`src/rtl/arb_2x1_seq_pkg.sv`:
```
// Shared types and encodings for the 2:1 arbiter feeding mux_2x1_seq.
// Build option: define ARB_2X1_RR_EN for round-robin; otherwise high branch has fixed priority.
package arb_2x1_seq_pkg;

    typedef enum logic [1:0] {
        IDLE       = 2'd0,
        GRANT_LOW  = 2'd1,
        GRANT_HIGH = 2'd2
    } arb_state_e;

    // Command encodings understood by the downstream mux
    localparam logic CMD_LOW  = 1'b0;
    localparam logic CMD_HIGH = 1'b1;

endpackage

```
`src/rtl/arb_2x1_seq_sync_fifo.sv`:
```
// Per-branch buffer: registered ready, no empty bypass, pointers wrap at FIFO_DEPTH.
module sync_fifo #(
    parameter int unsigned DATA_WIDTH = 32,
    parameter int unsigned FIFO_DEPTH = 4
) (
    input  logic                  clk,
    input  logic                  rst,
    input  logic                  push_i,
    input  logic [DATA_WIDTH-1:0] data_i,
    output logic                  ready_o,
    input  logic                  pop_i,
    output logic                  empty_o,
    output logic [DATA_WIDTH-1:0] data_o
);

    localparam int unsigned PTR_W = $clog2(FIFO_DEPTH);
    localparam int unsigned CNT_W = PTR_W + 1;

    logic [DATA_WIDTH-1:0] mem_q [FIFO_DEPTH];
    logic [PTR_W-1:0]      wr_ptr_q;
    logic [PTR_W-1:0]      rd_ptr_q;
    logic [CNT_W-1:0]      cnt_q;
    logic [CNT_W-1:0]      cnt_d;
    logic                  ready_q;
    logic                  do_push_c;
    logic                  do_pop_c;

    // ready_q is only high below full, so a push is never taken at full even with a pop
    assign do_push_c = push_i && ready_q;
    assign do_pop_c  = pop_i && (cnt_q != '0);

    // Occupancy next value
    always_comb begin
        cnt_d = cnt_q;
        case ({do_push_c, do_pop_c})
            2'b10:   cnt_d = cnt_q + CNT_W'(1);
            2'b01:   cnt_d = cnt_q - CNT_W'(1);
            default: cnt_d = cnt_q;
        endcase
    end

    // Pointers, occupancy and registered ready; reset flushes the buffer
    always_ff @(posedge clk or posedge rst) begin
        if (rst) begin
            wr_ptr_q <= '0;
            rd_ptr_q <= '0;
            cnt_q    <= '0;
            ready_q  <= 1'b0;
        end else begin
            if (do_push_c) wr_ptr_q <= wr_ptr_q + PTR_W'(1);
            if (do_pop_c)  rd_ptr_q <= rd_ptr_q + PTR_W'(1);
            cnt_q   <= cnt_d;
            ready_q <= (cnt_d != CNT_W'(FIFO_DEPTH));
        end
    end

    // Storage array; contents are don't-care while the occupancy is zero
    always_ff @(posedge clk) begin
        if (do_push_c) mem_q[wr_ptr_q] <= data_i;
    end

    assign ready_o = ready_q;
    assign empty_o = (cnt_q == '0);
    assign data_o  = mem_q[rd_ptr_q];

endmodule

```
`src/rtl/arb_2x1_seq.sv`:
```
// Two buffered input branches arbitrated onto one registered output word for mux_2x1_seq.
// Build option: ARB_2X1_RR_EN selects round-robin; undefined gives fixed high-branch priority.
module arb_2x1_seq
    import arb_2x1_seq_pkg::*;
#(
    parameter int unsigned DATA_WIDTH     = 32,
    parameter int unsigned COMMMAND_WIDTH = 1,
    parameter int unsigned FIFO_DEPTH     = 4
) (
    input  logic                        clk,
    input  logic                        rst,
    input  logic                        i_valid_low,
    input  logic [DATA_WIDTH-1:0]       i_data_low,
    output logic                        o_ready_low,
    input  logic                        i_valid_high,
    input  logic [DATA_WIDTH-1:0]       i_data_high,
    output logic                        o_ready_high,
    output logic                        o_valid,
    output logic [2*DATA_WIDTH-1:0]     o_data_bus,
    output logic                        o_en,
    output logic [COMMMAND_WIDTH-1:0]   o_cmd,
    input  logic                        i_ready
);

    logic                      empty_low;
    logic                      empty_high;
    logic [DATA_WIDTH-1:0]     head_low;
    logic [DATA_WIDTH-1:0]     head_high;
    logic                      pop_low_c;
    logic                      pop_high_c;
    logic                      slot_c;
    logic                      any_c;
    logic                      grant_high_c;

    arb_state_e                state_q;
    arb_state_e                state_d;
    logic                      valid_q;
    logic [2*DATA_WIDTH-1:0]   data_q;
    logic [COMMMAND_WIDTH-1:0] cmd_q;
`ifdef ARB_2X1_RR_EN
    logic                      last_high_q;
`endif

    sync_fifo #(
        .DATA_WIDTH (DATA_WIDTH),
        .FIFO_DEPTH (FIFO_DEPTH)
    ) u_fifo_low (
        .clk     (clk),
        .rst     (rst),
        .push_i  (i_valid_low),
        .data_i  (i_data_low),
        .ready_o (o_ready_low),
        .pop_i   (pop_low_c),
        .empty_o (empty_low),
        .data_o  (head_low)
    );

    sync_fifo #(
        .DATA_WIDTH (DATA_WIDTH),
        .FIFO_DEPTH (FIFO_DEPTH)
    ) u_fifo_high (
        .clk     (clk),
        .rst     (rst),
        .push_i  (i_valid_high),
        .data_i  (i_data_high),
        .ready_o (o_ready_high),
        .pop_i   (pop_high_c),
        .empty_o (empty_high),
        .data_o  (head_high)
    );

    // Load opportunity: output register empty or being drained this cycle
    assign slot_c = (state_q == IDLE) || i_ready;
    assign any_c  = !empty_low || !empty_high;

    // Grant selection and next state; a lone non-empty branch always wins
    always_comb begin
        grant_high_c = !empty_high;
        if (!empty_low && !empty_high) begin
`ifdef ARB_2X1_RR_EN
            grant_high_c = !last_high_q;
`else
            grant_high_c = 1'b1;
`endif
        end
        state_d = state_q;
        if (slot_c) begin
            if (!any_c)            state_d = IDLE;
            else if (grant_high_c) state_d = GRANT_HIGH;
            else                   state_d = GRANT_LOW;
        end
        pop_high_c = slot_c && any_c && grant_high_c;
        pop_low_c  = slot_c && any_c && !grant_high_c;
    end

    // Output state machine and registered output word; held during stall
    always_ff @(posedge clk or posedge rst) begin
        if (rst) begin
            state_q     <= IDLE;
            valid_q     <= 1'b0;
            data_q      <= '0;
            cmd_q       <= COMMMAND_WIDTH'(CMD_LOW);
`ifdef ARB_2X1_RR_EN
            last_high_q <= 1'b1;
`endif
        end else if (slot_c) begin
            state_q <= state_d;
            if (any_c) begin
                valid_q <= 1'b1;
                if (grant_high_c) begin
                    data_q <= {head_high, {DATA_WIDTH{1'b0}}};
                    cmd_q  <= COMMMAND_WIDTH'(CMD_HIGH);
                end else begin
                    data_q <= {{DATA_WIDTH{1'b0}}, head_low};
                    cmd_q  <= COMMMAND_WIDTH'(CMD_LOW);
                end
`ifdef ARB_2X1_RR_EN
                last_high_q <= grant_high_c;
`endif
            end else begin
                valid_q <= 1'b0;
                data_q  <= '0;
            end
        end
    end

    assign o_valid    = valid_q;
    assign o_en       = valid_q;
    assign o_data_bus = data_q;
    assign o_cmd      = cmd_q;

endmodule
```
`config.mk`:
```
export PLATFORM = sky130hd
export DESIGN_NAME = arb_2x1_seq
export DESIGN_NICKNAME = d
export VERILOG_FILES = /design/src/rtl/arb_2x1_seq_pkg.sv /design/src/rtl/arb_2x1_seq_sync_fifo.sv /design/src/rtl/arb_2x1_seq.sv
export SDC_FILE = /design/constraint.sdc
export NUM_CORES = 1
export LEC_CHECK = 0
export CAP_MARGIN = 15
export CORE_MARGIN = 8
export CORE_UTILIZATION = 61
export DETAILED_ROUTE_END_ITERATION = 8
export PLACE_DENSITY = 0.9
export SLEW_MARGIN = 5
export SYNTH_ARGS = -nofsm -noshare
export SYNTH_HDL_FRONTEND = slang
export SYNTH_HIERARCHICAL = 1
export SYNTH_SLANG_ARGS = --single-unit
```
`constraint.sdc`:
```
create_clock -name clk -period 5.57 [get_ports clk]
set_clock_uncertainty 0.2 [all_clocks]
set_input_delay 1.3925 -clock clk [delete_from_list [all_inputs] [get_ports clk]]
set_output_delay 1.3925 -clock clk [all_outputs]
set_load 0.005 [all_outputs]
```
== Yosys cells after proc, flatten, opt, wreduce, memory -nomap -nowiden ==
Memories as Yosys holds them, arrays and structs flattened.
Cells that the tools add are included.

* $add $sub $neg: 8
* Multiply operators: 0
* Div/mod/pow operators: 0
* Order comparisons: 0
* Equality and inequality tests: 6
* Shift operators: 0
* Multiplexer cells: 13
* Bitwise operators: 0
* Reduce and logical (&&, ||, !) cells: 19

{| class="wikitable"
|+ Operators with widths
! cell !! number
|-
| $mux W64 || 2
|-
| $pmux W3 S2 || 2
|-
| $add A2 B1 Y2 const B || 4
|-
| $logic_and A1 B1 Y1 || 8
|-
| $mux W1 || 7
|-
| $add A3 B1 Y3 const B || 2
|-
| $logic_not A3 Y1 || 2
|-
| $ne A3 B3 Y1 const B || 2
|-
| $reduce_bool A3 Y1 || 2
|-
| $sub A3 B1 Y3 const B || 2
|-
| $eq A2 B1 Y1 const B || 2
|-
| $eq A2 B2 Y1 const B || 2
|-
| $mux W2 || 2
|-
| $logic_not A1 Y1 || 3
|-
| $logic_not A2 Y1 || 1
|-
| $logic_or A1 B1 Y1 || 2
|-
| $reduce_and A2 Y1 || 1
|}

* Flip-flop bits (word level): 84
* Latch bits: 0
* Bits in writable memories: 256
* Memory bits (read-only): 0
* Input bits: 69
* Output and inout bits: 69
* Logic and storage cells: 60
* Memories: 2

{| class="wikitable"
|+ Memories
! name !! words !! width !! rd ports !! clocked after Yosys merged registers in !! wr ports !! line !! RTL
|-
| u_fifo_high.mem_q || 4 || 32 || 1 || 0 || 1 || arb_2x1_seq_sync_fifo.sv:19 || <nowiki>logic [DATA_WIDTH-1:0] mem_q [FIFO_DEPTH];</nowiki>
|-
| u_fifo_low.mem_q || 4 || 32 || 1 || 0 || 1 || arb_2x1_seq_sync_fifo.sv:19 ||
|}

== Depth between registers and ports, before layout ==
Gate-level depths: netlist of run 1.

* Depth after elaboration: 10
* Depth in mapped cells: 11
* Gate-level depth less buffers: 10

== Hierarchy ==
The synthesis of run 1 kept the hierarchy.

{| class="wikitable"
|+ By module, submodules not included
! module !! times used !! cells each !! area each (µm²) !! seq. area each (µm²)
|-
| sync_fifo || 2 || 207 || 5068.6 || 4043.9
|-
| arb_2x1_seq || 1 || 230 || 3369.5 || 1701.6
|}

== Worst setup path after synthesis of run 1 ==
Ideal clock, no wire load.

* Path type: input port to flip-flop
* Start point: input port i_ready
* End point: register u_fifo_low.ready_q, in the netlist u_fifo_low/ready_o
* Setup time: 0.124 ns
* Data arrival time: 3.168 ns
* Data required time: 5.246 ns
* Slack: 2.078 ns
* Stages on the path: 9
* Buffers on the path: 0
* Path through: o21ba_2 nor2_1 o31a_1 ha_1 inv_1 fa_1 xor2_1 or3_1 a211o_1

* Longest elaborated chain between the ends: 7
* Elaborated cells between the ends (all ways): 8
* Classes of those cells: eq/ne: 3; mux: 1; reduce/logical: 4

{| class="wikitable"
|+ RTL lines
! element !! line !! RTL
|-
| start: declaration || arb_2x1_seq.sv:22 || <nowiki>input logic i_ready</nowiki>
|-
| $logic_or A1 B1 Y1 (*) || arb_2x1_seq.sv:73 || <nowiki>assign slot_c = (state_q == IDLE) || i_ready;</nowiki>
|-
| $logic_and A1 B1 Y1 (*) (2 in series) || arb_2x1_seq.sv:93 || <nowiki>pop_low_c = slot_c && any_c && !grant_high_c;</nowiki>
|-
| named net pop_low_c || arb_2x1_seq.sv:29 || <nowiki>logic pop_low_c;</nowiki>
|-
| $logic_and A1 B1 Y1 (*) || arb_2x1_seq_sync_fifo.sv:30 || <nowiki>assign do_pop_c = pop_i && (cnt_q != '0);</nowiki>
|-
| named net u_fifo_low.do_pop_c || arb_2x1_seq_sync_fifo.sv:26 || <nowiki>logic do_pop_c;</nowiki>
|-
| $eq A2 B1 Y1 / $eq A2 B2 Y1 (equally long branches) || arb_2x1_seq_sync_fifo.sv:35 || <nowiki>case ({do_push_c, do_pop_c})</nowiki>
|-
| $pmux W3 S2 (*) || arb_2x1_seq_sync_fifo.sv:35 ||
|-
| $ne A3 B3 Y1 (*) || arb_2x1_seq_sync_fifo.sv:53 || <nowiki>ready_q <= (cnt_d != CNT_W'(FIFO_DEPTH));</nowiki>
|-
| end signal: assignment || arb_2x1_seq_sync_fifo.sv:53 ||
|-
| end: declaration || arb_2x1_seq_sync_fifo.sv:24 || <nowiki>logic ready_q;</nowiki>
|}

Mark *: on every way through the listed nets, which the timed path passes. The rest lies on a longest branch.
A chain may end at the register's enable or synchronous reset.

== Worst setup path in the final report of run 1 ==
Ends and elaborated chain as after synthesis.

==> key figures, run 1 <==
Floorplanning
  – Floorplan die height: 164.8 um
  – Row count: 54
  – Initial Utilization: 0.6208
  – Core Area: 21760 sq um
  – Die Footprint: 27160 sq um
  – Number of top-level pins: 138
  – Die span in x: 164.8 um

Route
  – Iteration-0 DRC Markers: 451
  – DRC Markers: 0
  – Vias per Instance: 5.935
  – Drt pass-1 iters: 5
  – Wire length reported by the detailed router: 26610 um
  – Detail Route Antenna Nets: 0
  – Number of vias after detailed routing: 6529
  – Average wire length per cell after detail routing: 24.19 um

Cells and area
  – Number of nets in the layout: 875
  – Multi-input gate area in the final layout: 3395 sq um
  – Most frequent standard cell in the layout excluding fill and tap cells: sky130_fd_sc_hd__edfxtp_1
  – Proportion of layout cells with a drive suffix above 1: 0.2552
  – Highest-count cells in the layout ignoring fill and taps: sky130_fd_sc_hd__edfxtp_1, sky130_fd_sc_hd__clkdlybuf4s50_1, sky130_fd_sc_hd__dfrtp_1
  – Count of filler cells inserted in the layout: 1232
  – Layout overhead on the synthesized area: 19.58%
  – Final standard cell area without fillers: 16150 sq um
  – Combined flip-flop and latch cell area: 9792 sq um

Power
  – Power density relative to cell area: 531.0 nW/um^2
  – Static leakage: 6.009 nW
  – Tot Pwr: 8.576 mW
  – Peak supply drop: 0.2888 mV

Outcome
  – Outcome: completed

Synth
  – Total number of yosys warnings: 6
  – Mean Syn Cell Area: 20.97 sq um
  – Number of distinct library cells after synthesis: 33
  – Post-synthesis sequential element count: 340
  – Netlist Area Pre-Place: 13510 sq um
  – Instance count of the mapped netlist: 644
  – Net count of the mapped netlist: 725
  – Proportion of synthesized chip area in sequential cells: 0.7248

Setup path
  – Worst reg2reg endpoint: u_fifo_low/ready_o
  – Register-to-register setup slack: 2370 ps
  – Arrival time of the worst setup path: 4040 ps
  – Element type at the critical path end: flip-flop
  – Cell count of the worst reg-to-reg path: 11
  – Reg-to-reg critical path startpoint: u_fifo_high/cnt_q[0]
  – Classification of the worst setup path: input port to flip-flop
  – Worst Setup SP: i_ready
  – Critical path startpoint category: input port
  – Crit-path max FO: 5
  – Critical Path End: u_fifo_low/ready_o
  – Required time at the endpoint of the critical path: 5760 ps

GRT
  – Wire length of the first global-routing pass: 41170 um
  – Maximum number of pins on one net before global-route repair: 50
  – Overall fraction of global-route tracks in use: 0.1993
  – Total overflow reported by the global router: 0
  – Initial antenna violation count: 1
  – Number of global-route vias before repair: 7251

Clock network
  – Max H-tree Level: 2
  – Clock buffers created by TritonCTS: 35
  – Sinks on the clock net: 340
  – Number of buffers inserted by post-CTS setup repair: 0
  – Clock insertion delay at the later pin of the skew report: 500 ps
  – Hold_buf cts: 0
  – Root cell of the clock tree: sky130_fd_sc_hd__clkbuf_16
  – Bufs on Longest Clock Path: 3
  – Post-CTS resize count: 0
  – Clock tree from TritonCTS: built
  – Clk pin slew, worst setup/hold paths: 60 ps

Timing
  – Part of the cycle the worst path needs: 0.6911
  – Fmax: 0.2598 GHz
  – Number of failing setup endpoints in the final timing report: 0
  – Min Clock Period, post-route: 3849 ps
  – Max-slew violation count: 0
  – Final hold viol count: 0
  – Least-Margin Pin Slew: 965.2 ps
  – Unrepaired setup endpoints after global routing: no
  – Setup_tns: 0 ps
  – Slew margin rel.: 0.3565

Worst hold path
  – Min-Delay Path Class: flip-flop to flip-flop
  – Startpoint of the lowest-slack hold path: o_data_bus[27]

Run
  – Max-cap viol count: 0

Placed design
  – Buffers on Ports: 137
  – Global placement routability congestion: 0.7386
  – Half-perimeter wire length after placement: 16360 um
  – Standard cell area after detailed placement: 15030 sq um
-- power by group --
group / total (mW) / internal, mW / switching (mW)
registers: 3.76 / 3.40 / 0.353
clock network: 2.23 / 1.33 / 0.894
logic: 2.59 / 1.49 / 1.10
-- metal layers --
| metal | share of wire | GRT usage |
|---|---|---|
| met1 | 0.39 | 0.2434 |
| met2 | 0.54 | 0.3521 |
| met3 | 0.049 | 0.03589 |
| met4 | 0.029 | 0.07002 |
| met5 | 0 | 0 |
-- sequential cells by signal, summed over array words and instances (netlist names) --
signal / count
u_fifo_low/ready_o: 1
u_fifo_high/ready_o: 1
u_fifo_low/wr_ptr_q: 2
u_fifo_high/wr_ptr_q: 2
u_fifo_low/mem_q: 128
state_q: 2
u_fifo_low/rd_ptr_q: 2
o_cmd: 1
u_fifo_high/cnt_q: 3
o_en: 1
u_fifo_high/mem_q: 128
o_data_bus: 64
u_fifo_high/rd_ptr_q: 2
u_fifo_low/cnt_q: 3
-- logic make-up after synthesis --
family          after synthesis  share of synthesized area
flops                       340                     0.7248
mux                         133                     0.1780
xor+xnor                     10                   0.006484
compound gates               11                   0.006300
simple gates                 89                    0.04604
fa+ha+maj                    12                    0.01223
buf+inv                      49                    0.02622
-- worst max-delay path, cell delays in order --
cell and delay [ps]:
sky130_fd_sc_hd__clkdlybuf4s50_1 570, sky130_fd_sc_hd__o21ba_2 220, sky130_fd_sc_hd__nor2_1 110, sky130_fd_sc_hd__o31a_1 230, sky130_fd_sc_hd__ha_1 220, sky130_fd_sc_hd__inv_1 80
sky130_fd_sc_hd__fa_1 390, sky130_fd_sc_hd__xor2_1 160, sky130_fd_sc_hd__or3_1 340, sky130_fd_sc_hd__a211o_1 310
-- metrics by stage --
stage	setup WS (ps)	util	instances	hold WS, ps
after floorplan	2078	-	644	298.0
after global placement	1443	0.6910	1036	293.8
after detailed placement	1292	0.6910	1036	295.3
after CTS	1781	0.7414	1098	313.0
after global routing	1673	0.7424	1100	322.2
final	1721	0.7424	1100	312.3
-- synth_stat cells (all sizes together) --
master / instances / area, sq um
o22ai: 1 / 6.260
nand2b: 1 / 6.260
nor2b: 34 / 212.7
fa: 2 / 40.04
and3b: 32 / 291.5
mux4: 64 / 1441
o31a: 2 / 17.52
o32ai: 1 / 8.760
o21ai: 2 / 10.01
xor2: 4 / 35.03
buf: 27 / 269.0
o21ba: 1 / 10.01
nor3: 3 / 15.01
xnor2: 6 / 52.55
o21bai: 2 / 15.01
mux2: 67 / 942.2
ha: 10 / 125.1
a211o: 2 / 17.52
dfrtp: 84 / 2102
nand2: 7 / 26.28
inv: 15 / 56.30
clkbuf: 7 / 28.78
or3: 2 / 12.51
edfxtp: 256 / 7687
mux2i: 2 / 20.02
and3: 8 / 50.05
nor2: 2 / 7.510
-- how the worst min path moves through the flow --
stage | end | slack, ps | cells past startpoint
detailed placement | o_data_bus[40] | 300 | 1
floorplan | u_fifo_high/wr_ptr_q[0] | 300 | 1
global placement | o_data_bus[5] | 290 | 1
finish | o_data_bus[27] | 310 | 1
CTS | o_data_bus[27] | 310 | 1
global route | o_data_bus[27] | 320 | 1
-- area by class of cell --
cell class                 count  area share
tap                          280     0.02169
inverter                      15    0.003563
antenna                        1   0.0001549
clock buffer                  51     0.06182
clock inverter                11    0.006042
sequential                   340      0.6062
timing repair buffer         147     0.09032
multi-input combinational    255      0.2102
No activity file was read; power rests on OpenSTA's default activity.
==> inputs of run 2 (changes only) <==
--- a/config.mk
+++ b/config.mk
@@ -7,9 +7,9 @@
 export LEC_CHECK = 0
 export CAP_MARGIN = 15
 export CORE_MARGIN = 8
-export CORE_UTILIZATION = 61
+export CORE_UTILIZATION = 57
 export DETAILED_ROUTE_END_ITERATION = 8
-export PLACE_DENSITY = 0.9
+export PLACE_DENSITY = 0.85
 export SLEW_MARGIN = 5
 export SYNTH_ARGS = -nofsm -noshare
 export SYNTH_HDL_FRONTEND = slang
==> constraint.sdc (replaced) <==
create_clock -name clk -period 3.9 [get_ports clk]
set_clock_uncertainty 0.2 [all_clocks]
set_input_delay 0.975 -clock clk [delete_from_list [all_inputs] [get_ports clk]]
set_output_delay 0.975 -clock clk [all_outputs]
set_load 0.005 [all_outputs]
==> key figures, run 2 (synthesized netlist as in run 1, its figures left out) <==
GRT
  – Total overflow reported by the global router: 0 (unchanged)
  – Overall fraction of global-route tracks in use: 0.1867 (-0.01260)
  – Maximum number of pins on one net before global-route repair: 42 (-16%)
  – Wire length of the first global-routing pass: 41090 um (-0.20%)
  – Number of global-route vias before repair: 7280 (+0.40%)
  – Initial antenna violation count: 2 (+1)

Clock network
  – Max H-tree Level: 2 (unchanged)
  – Clock insertion delay at the later pin of the skew report: 500 ps (about the same)
  – Bufs on Longest Clock Path: 3 (unchanged)
  – Clk pin slew, worst setup/hold paths: 60 ps (about the same)
  – Number of buffers inserted by post-CTS setup repair: 0 (unchanged)
  – Clock buffers created by TritonCTS: 35 (unchanged)
  – Post-CTS resize count: 0 (unchanged)
  – Clock tree from TritonCTS: built
  – Root cell of the clock tree: sky130_fd_sc_hd__clkbuf_16
  – Hold_buf cts: 0 (unchanged)
  – Sinks on the clock net: 340 (unchanged)

Cells and area
  – Highest-count cells in the layout ignoring fill and taps: sky130_fd_sc_hd__edfxtp_1, sky130_fd_sc_hd__clkdlybuf4s50_1, sky130_fd_sc_hd__dfrtp_1
  – Most frequent standard cell in the layout excluding fill and tap cells: sky130_fd_sc_hd__edfxtp_1
  – Layout overhead on the synthesized area: 20.04%
  – Final cell count without fillers: 1142 (+3.8%)
  – Proportion of layout cells with a drive suffix above 1: 0.2546 (-0.0006217)
  – Number of nets in the layout: 878 (+0.34%)

Setup path
  – Largest delay share family, worst path: compound AO/OA/AOI/OAI gates
  – Element type at the critical path end: flip-flop
  – Critical path startpoint category: input port
  – Critical Path, Cell by Cell: clkdlybuf4s50_1 > o21ba_2 > nor2_1 > o31a_1 > ha_1 > inv_1 > fa_1 > xor2_1 > or3_1 > a211o_1
  – Crit path buf inv count: 2 (unchanged)
  – Arrival time of the worst setup path: 3530 ps (-510 ps)
  – Maximum cell stage delay along the critical path: 550 ps (-20 ps)
  – Required time at the endpoint of the critical path: 4080 ps (-1680 ps)
  – Crit-path max FO: 5 (unchanged)
  – Classification of the worst setup path: input port to flip-flop
  – Library cell contributing the largest single delay on the critical path: sky130_fd_sc_hd__clkdlybuf4s50_1

Route
  – Met3 WL post-DR: 1535 um (+17%)
  – Detailed-routing wirelength on met1: 10240 um (-0.37%)
  – DRC Markers: 0 (unchanged)
  – Vias per Instance: 5.661 (-4.6%)
  – Metal2 WL: 13840 um (-2.8%)
  – Iteration-0 DRC Markers: 406 (-10%)
  – Average wire length per cell after detail routing: 23.11 um (-4.4%)
  – Drt pass-1 iters: 5 (unchanged)
  – Highest layer used for signal routing: met4
  – Detail Route Antenna Nets: 0 (unchanged)
  – Wire length reported by the detailed router: 26390 um (-0.80%)
  – Number of vias after detailed routing: 6465 (-0.98%)

Timing
  – Final hold viol count: 0 (unchanged)
  – Part of the cycle the worst path needs: 0.8590
  – Slew margin rel.: 0.2089 (-0.1476)
  – Min Clock Period, post-route: 3350 ps
  – Setup_tns: 0 ps (unchanged)
  – Least-Margin Pin Slew: 1183 ps (+218.2 ps)
  – Number of failing setup endpoints in the final timing report: 0 (unchanged)
  – Fmax: 0.2985 GHz
  – Unrepaired setup endpoints after global routing: no
  – Max-slew violation count: 0 (unchanged)

Placed design
  – Global placement routability congestion: 0.7273 (-1.5%)
  – Number of placed instances with taps included: 1079 (+4.2%)
  – Half-perimeter wire length after placement: 16180 um (-1.1%)
  – Buffers on Ports: 137 (unchanged)

Floorplanning
  – Die Footprint: 28880 sq um (+6.3%)
  – Core Area: 23400 sq um (+7.6%)
  – Die span in x: 169.9 um (+3.1%)
  – Initial Utilization: 0.5771 (-0.04368)
  – Floorplan die height: 169.9 um (+3.1%)
  – Number of top-level pins: 138 (unchanged)
  – Row count: 56 (+3.7%)

Worst hold path
  – Min-Delay Path Class: flip-flop to flip-flop

Power
  – Static leakage: 6.015 nW (about the same)
  – Net Switching: 3.291 mW (+40%)
  – Cell-internal power: 8.861 mW (+42%)
  – Combinational cell fraction of total power: 0.305 (+0.003)
  – Power density relative to cell area: 749.5 nW/um^2 (+41%)
  – Tot Pwr: 12.15 mW (+42%)
  – Proportion of power drawn by flip-flops and latches: 0.439 (about the same)
  – Peak supply drop: 0.4427 mV (+53%)
  – Switching part of the total power: 0.2708 (-0.002598)
  – Portion of total power attributed to the clock network: 0.255 (-0.005)

Outcome
  – Outcome: completed

Run
  – Max-cap viol count: 0 (unchanged)
## run 2: cell count changes in the layout (fill, tap and decap cells not counted)
cell	previous run	this run
sky130_fd_sc_hd__clkinv_1	6	9
sky130_fd_sc_hd__buf_4	9	11
sky130_fd_sc_hd__clkbuf_8	2	0
sky130_fd_sc_hd__buf_12	1	2
sky130_fd_sc_hd__clkbuf_1	12	11
sky130_fd_sc_hd__clkinv_2	4	3
sky130_fd_sc_hd__diode_2	1	2
## run 2: routing by layer
metal	track usage	vias to the layer above
met3	0.03939	47
li1	-	2835
met4	0.07551	0
met1	0.2160	3375
met5	0	-
met2	0.3351	208
## run 2: cell type report
class / count / area (sq um)
Tap cell: 319 / 399.1
Timing Repair Buffer: 150 / 1494
Clock buffer: 48 / 967.2
Clock inverter: 13 / 103.9
Fill cell: 1459 / 7189
Inverter: 15 / 57.56
Antenna cell: 2 / 5.005
Multi-Input combinational cell: 255 / 3395
Sequential cell: 340 / 9792
## run 2: power groups by stage
stage | Clock [mW] | Sequential [mW] | Combinational (mW)
3_3_place_gp | 0 | 5.33 | 3.59
6_report | 3.10 | 5.34 | 3.71
3_5_place_dp | 0 | 5.40 | 3.74
4_1_cts | 3.17 | 5.35 | 3.78
2_1_floorplan | 0 | 5.21 | 2.60
5_1_grt | 3.31 | 5.43 | 4.00
## run 2: per-stage QoR
stage                     hold WS (ps)  instance area, sq um  utilization  setup slack, ps
after floorplan                  298.0                 13510            -            825.7
after global placement           291.7                 15140       0.6468            178.8
after detailed placement         294.7                 15140       0.6468            69.62
after CTS                        313.8                 16210       0.6926            588.4
after global routing             325.2                 16210       0.6928            445.4
final                            308.2                 16210       0.6928            549.9
## run 2: final timing paths
check | startpoint | endpoint | slack, ps | depth (start not counted)
min in group asynchronous | rst | u_fifo_low/cnt_q[1] | 610 | 2
min | o_data_bus[1] | o_data_bus[1] | 310 | 1
max in group asynchronous | rst | o_data_bus[33] | 2000 | 3
max | i_ready | u_fifo_high/ready_o | 550 | 10
max reg2reg | u_fifo_high/cnt_q[0] | u_fifo_high/ready_o | 970 | 10
min reg2reg | o_data_bus[1] | o_data_bus[1] | 310 | 1
==> inputs of run 3 (changes only) <==
==> constraint.sdc (replaced) <==
create_clock -name clk -period 3.9 [get_ports clk]
set_clock_uncertainty 0.2 [all_clocks]
set_input_delay 0.78 -clock clk [delete_from_list [all_inputs] [get_ports clk]]
set_output_delay 0.78 -clock clk [all_outputs]
set_load 0.005 [all_outputs]
==> key figures, run 3 (synthesized netlist as in run 1, its figures left out) <==
Outcome
  – Outcome: completed

Cells and area
  – Final cell count without fillers: 1143 (+0.088%)
  – Highest-count cells in the layout ignoring fill and taps: sky130_fd_sc_hd__edfxtp_1, sky130_fd_sc_hd__clkdlybuf4s50_1, sky130_fd_sc_hd__dfrtp_1
  – Number of nets in the layout: 875 (-0.34%)
  – Proportion of layout cells with a drive suffix above 1: 0.2622 (+0.007628)
  – Final standard cell area without fillers: 16260 sq um (+0.26%)
  – Final Util: 0.6946 (+0.001818)
  – Most frequent standard cell in the layout excluding fill and tap cells: sky130_fd_sc_hd__edfxtp_1
  – Layout overhead on the synthesized area: 20.35%
  – Count of filler cells inserted in the layout: 1437 (-1.5%)

Placed design
  – Half-perimeter wire length after placement: 15910 um (-1.7%)
  – Buffers on Ports: 137 (unchanged)
  – Number of placed instances with taps included: 1076 (-0.28%)
  – Global placement routability congestion: 0.7231 (-0.58%)
  – Standard cell area after detailed placement: 15100 sq um (-0.23%)

Clock network
  – Clk pin slew, worst setup/hold paths: 60 ps (about the same)
  – Number of buffers inserted by post-CTS setup repair: 0 (unchanged)
  – Clock insertion delay at the later pin of the skew report: 500 ps (about the same)
  – Clock buffers created by TritonCTS: 35 (unchanged)
  – Root cell of the clock tree: sky130_fd_sc_hd__clkbuf_16
  – Clock tree from TritonCTS: built
  – Hold_buf cts: 0 (unchanged)
  – Sinks on the clock net: 340 (unchanged)
  – Bufs on Longest Clock Path: 3 (unchanged)
  – Post-CTS resize count: 0 (unchanged)
  – Max H-tree Level: 2 (unchanged)

Route
  – Drt pass-1 iters: 4 (-1)
  – Iteration-0 DRC Markers: 423 (+4.2%)
  – Vias per Instance: 5.586 (-1.3%)
  – Detail Route Antenna Nets: 0 (unchanged)
  – Number of vias after detailed routing: 6385 (-1.2%)
  – DRC Markers: 0 (unchanged)
  – Wire length reported by the detailed router: 25960 um (-1.6%)
  – Average wire length per cell after detail routing: 22.71 um (-1.7%)

Floorplanning
  – Die span in x: 169.9 um (unchanged)
  – Initial Utilization: 0.5771 (unchanged)
  – Floorplan die height: 169.9 um (unchanged)
  – Core Area: 23400 sq um (unchanged)
  – Die Footprint: 28880 sq um (unchanged)
  – Number of top-level pins: 138 (unchanged)
  – Row count: 56 (unchanged)

Setup path
  – Critical path startpoint category: input port
  – Register-to-register setup slack: 1050 ps (+80 ps)
  – Element type at the critical path end: flip-flop
  – Crit-path max FO: 5 (unchanged)
  – Required time at the endpoint of the critical path: 4080 ps (about the same)
  – Classification of the worst setup path: input port to flip-flop
  – Arrival time of the worst setup path: 3330 ps (-200 ps)

Power
  – Peak supply drop: 0.3636 mV (-18%)
  – Power density relative to cell area: 755.1 nW/um^2 (+0.74%)
  – Static leakage: 6.035 nW (+0.34%)

Timing
  – Number of failing setup endpoints in the final timing report: 0 (unchanged)
  – Unrepaired setup endpoints after global routing: no
  – Max-slew violation count: 0 (unchanged)
  – Fmax: 0.3176 GHz (+6.4%)
  – Setup_tns: 0 ps (unchanged)
  – Smallest hold slack: 308.5 ps (+0.2300 ps)
  – Slew margin rel.: 0.4012 (+0.1923)
  – Min Clock Period, post-route: 3148 ps (-201.9 ps)
  – Least-Margin Pin Slew: 898.2 ps (-285.2 ps)
  – Part of the cycle the worst path needs: 0.8072 (-0.05176)
  – Final hold viol count: 0 (unchanged)

GRT
  – Total overflow reported by the global router: 0 (unchanged)
  – Overall fraction of global-route tracks in use: 0.1822 (-0.004481)
  – Initial antenna violation count: 4 (+2)
  – Wire length of the first global-routing pass: 40480 um (-1.5%)
  – Maximum number of pins on one net before global-route repair: 68 (+62%)
  – Number of global-route vias before repair: 7221 (-0.81%)

Worst hold path
  – Min-Delay Path Class: flip-flop to flip-flop

Run
  – Max-cap viol count: 0 (unchanged)
==> run 3: final cells by class <==
type	instances	area, sq um	area share
Antenna cell	4	10.01	0.0006158
Timing Repair Buffer	147	1459	0.08975
Sequential cell	340	9792	0.6024
Clock inverter	13	138.9	0.008544
Multi-Input combinational cell	255	3395	0.2088
Clock buffer	50	1005	0.06181
Tap cell	319	399.1	0.02455
Inverter	15	57.56	0.003541
==> run 3: stage by stage <==
step | setup slack, ps | power (mW)
2_1_floorplan | 905.6 | 7.810
3_3_place_gp | 377.5 | 8.890
3_5_place_dp | 249.3 | 9.126
4_1_cts | 782.5 | 12.42
5_1_grt | 664.9 | 12.84
6_report | 751.8 | 12.27
==> run 3: power breakdown <==
group          switching, mW  total (mW)  internal, mW
Combinational           1.57        3.69          2.12
Clock                   1.26        3.25          1.99
Sequential             0.471        5.33          4.86
Total                   3.30        12.3          8.98
==> run 3: final timing paths <==
| check | startpoint | end | cells past startpoint |
|---|---|---|---|
| min in group asynchronous | rst | u_fifo_low/wr_ptr_q[1] | 2 |
| setup reg to reg | u_fifo_high/cnt_q[0] | u_fifo_low/ready_o | 10 |
| hold reg to reg | o_data_bus[18] | o_data_bus[18] | 1 |
| hold / removal | o_data_bus[18] | o_data_bus[18] | 1 |
| setup / recovery | i_ready | u_fifo_high/ready_o | 10 |
| max in group asynchronous | rst | o_data_bus[59] | 3 |
==> run 3: metal layers <==
metal / track usage / vias to the layer above / wire length (um)
met5: 0 / - / 0
met4: 0.08505 / 0 / 813
met3: 0.03383 / 50 / 1536
met2: 0.3151 / 194 / 13590
met1: 0.2202 / 3309 / 10030
li1: - / 2832 / -
==> run 3: worst max-delay path, cell delays in order <==
cell,delay (ps)
sky130_fd_sc_hd__clkdlybuf4s50_1,560
sky130_fd_sc_hd__o21ba_2,210
sky130_fd_sc_hd__nor2_1,90
sky130_fd_sc_hd__o31a_1,210
sky130_fd_sc_hd__ha_1,220
sky130_fd_sc_hd__inv_1,80
sky130_fd_sc_hd__fa_1,370
sky130_fd_sc_hd__xor2_1,160
sky130_fd_sc_hd__or3_1,340
sky130_fd_sc_hd__a211o_1,300
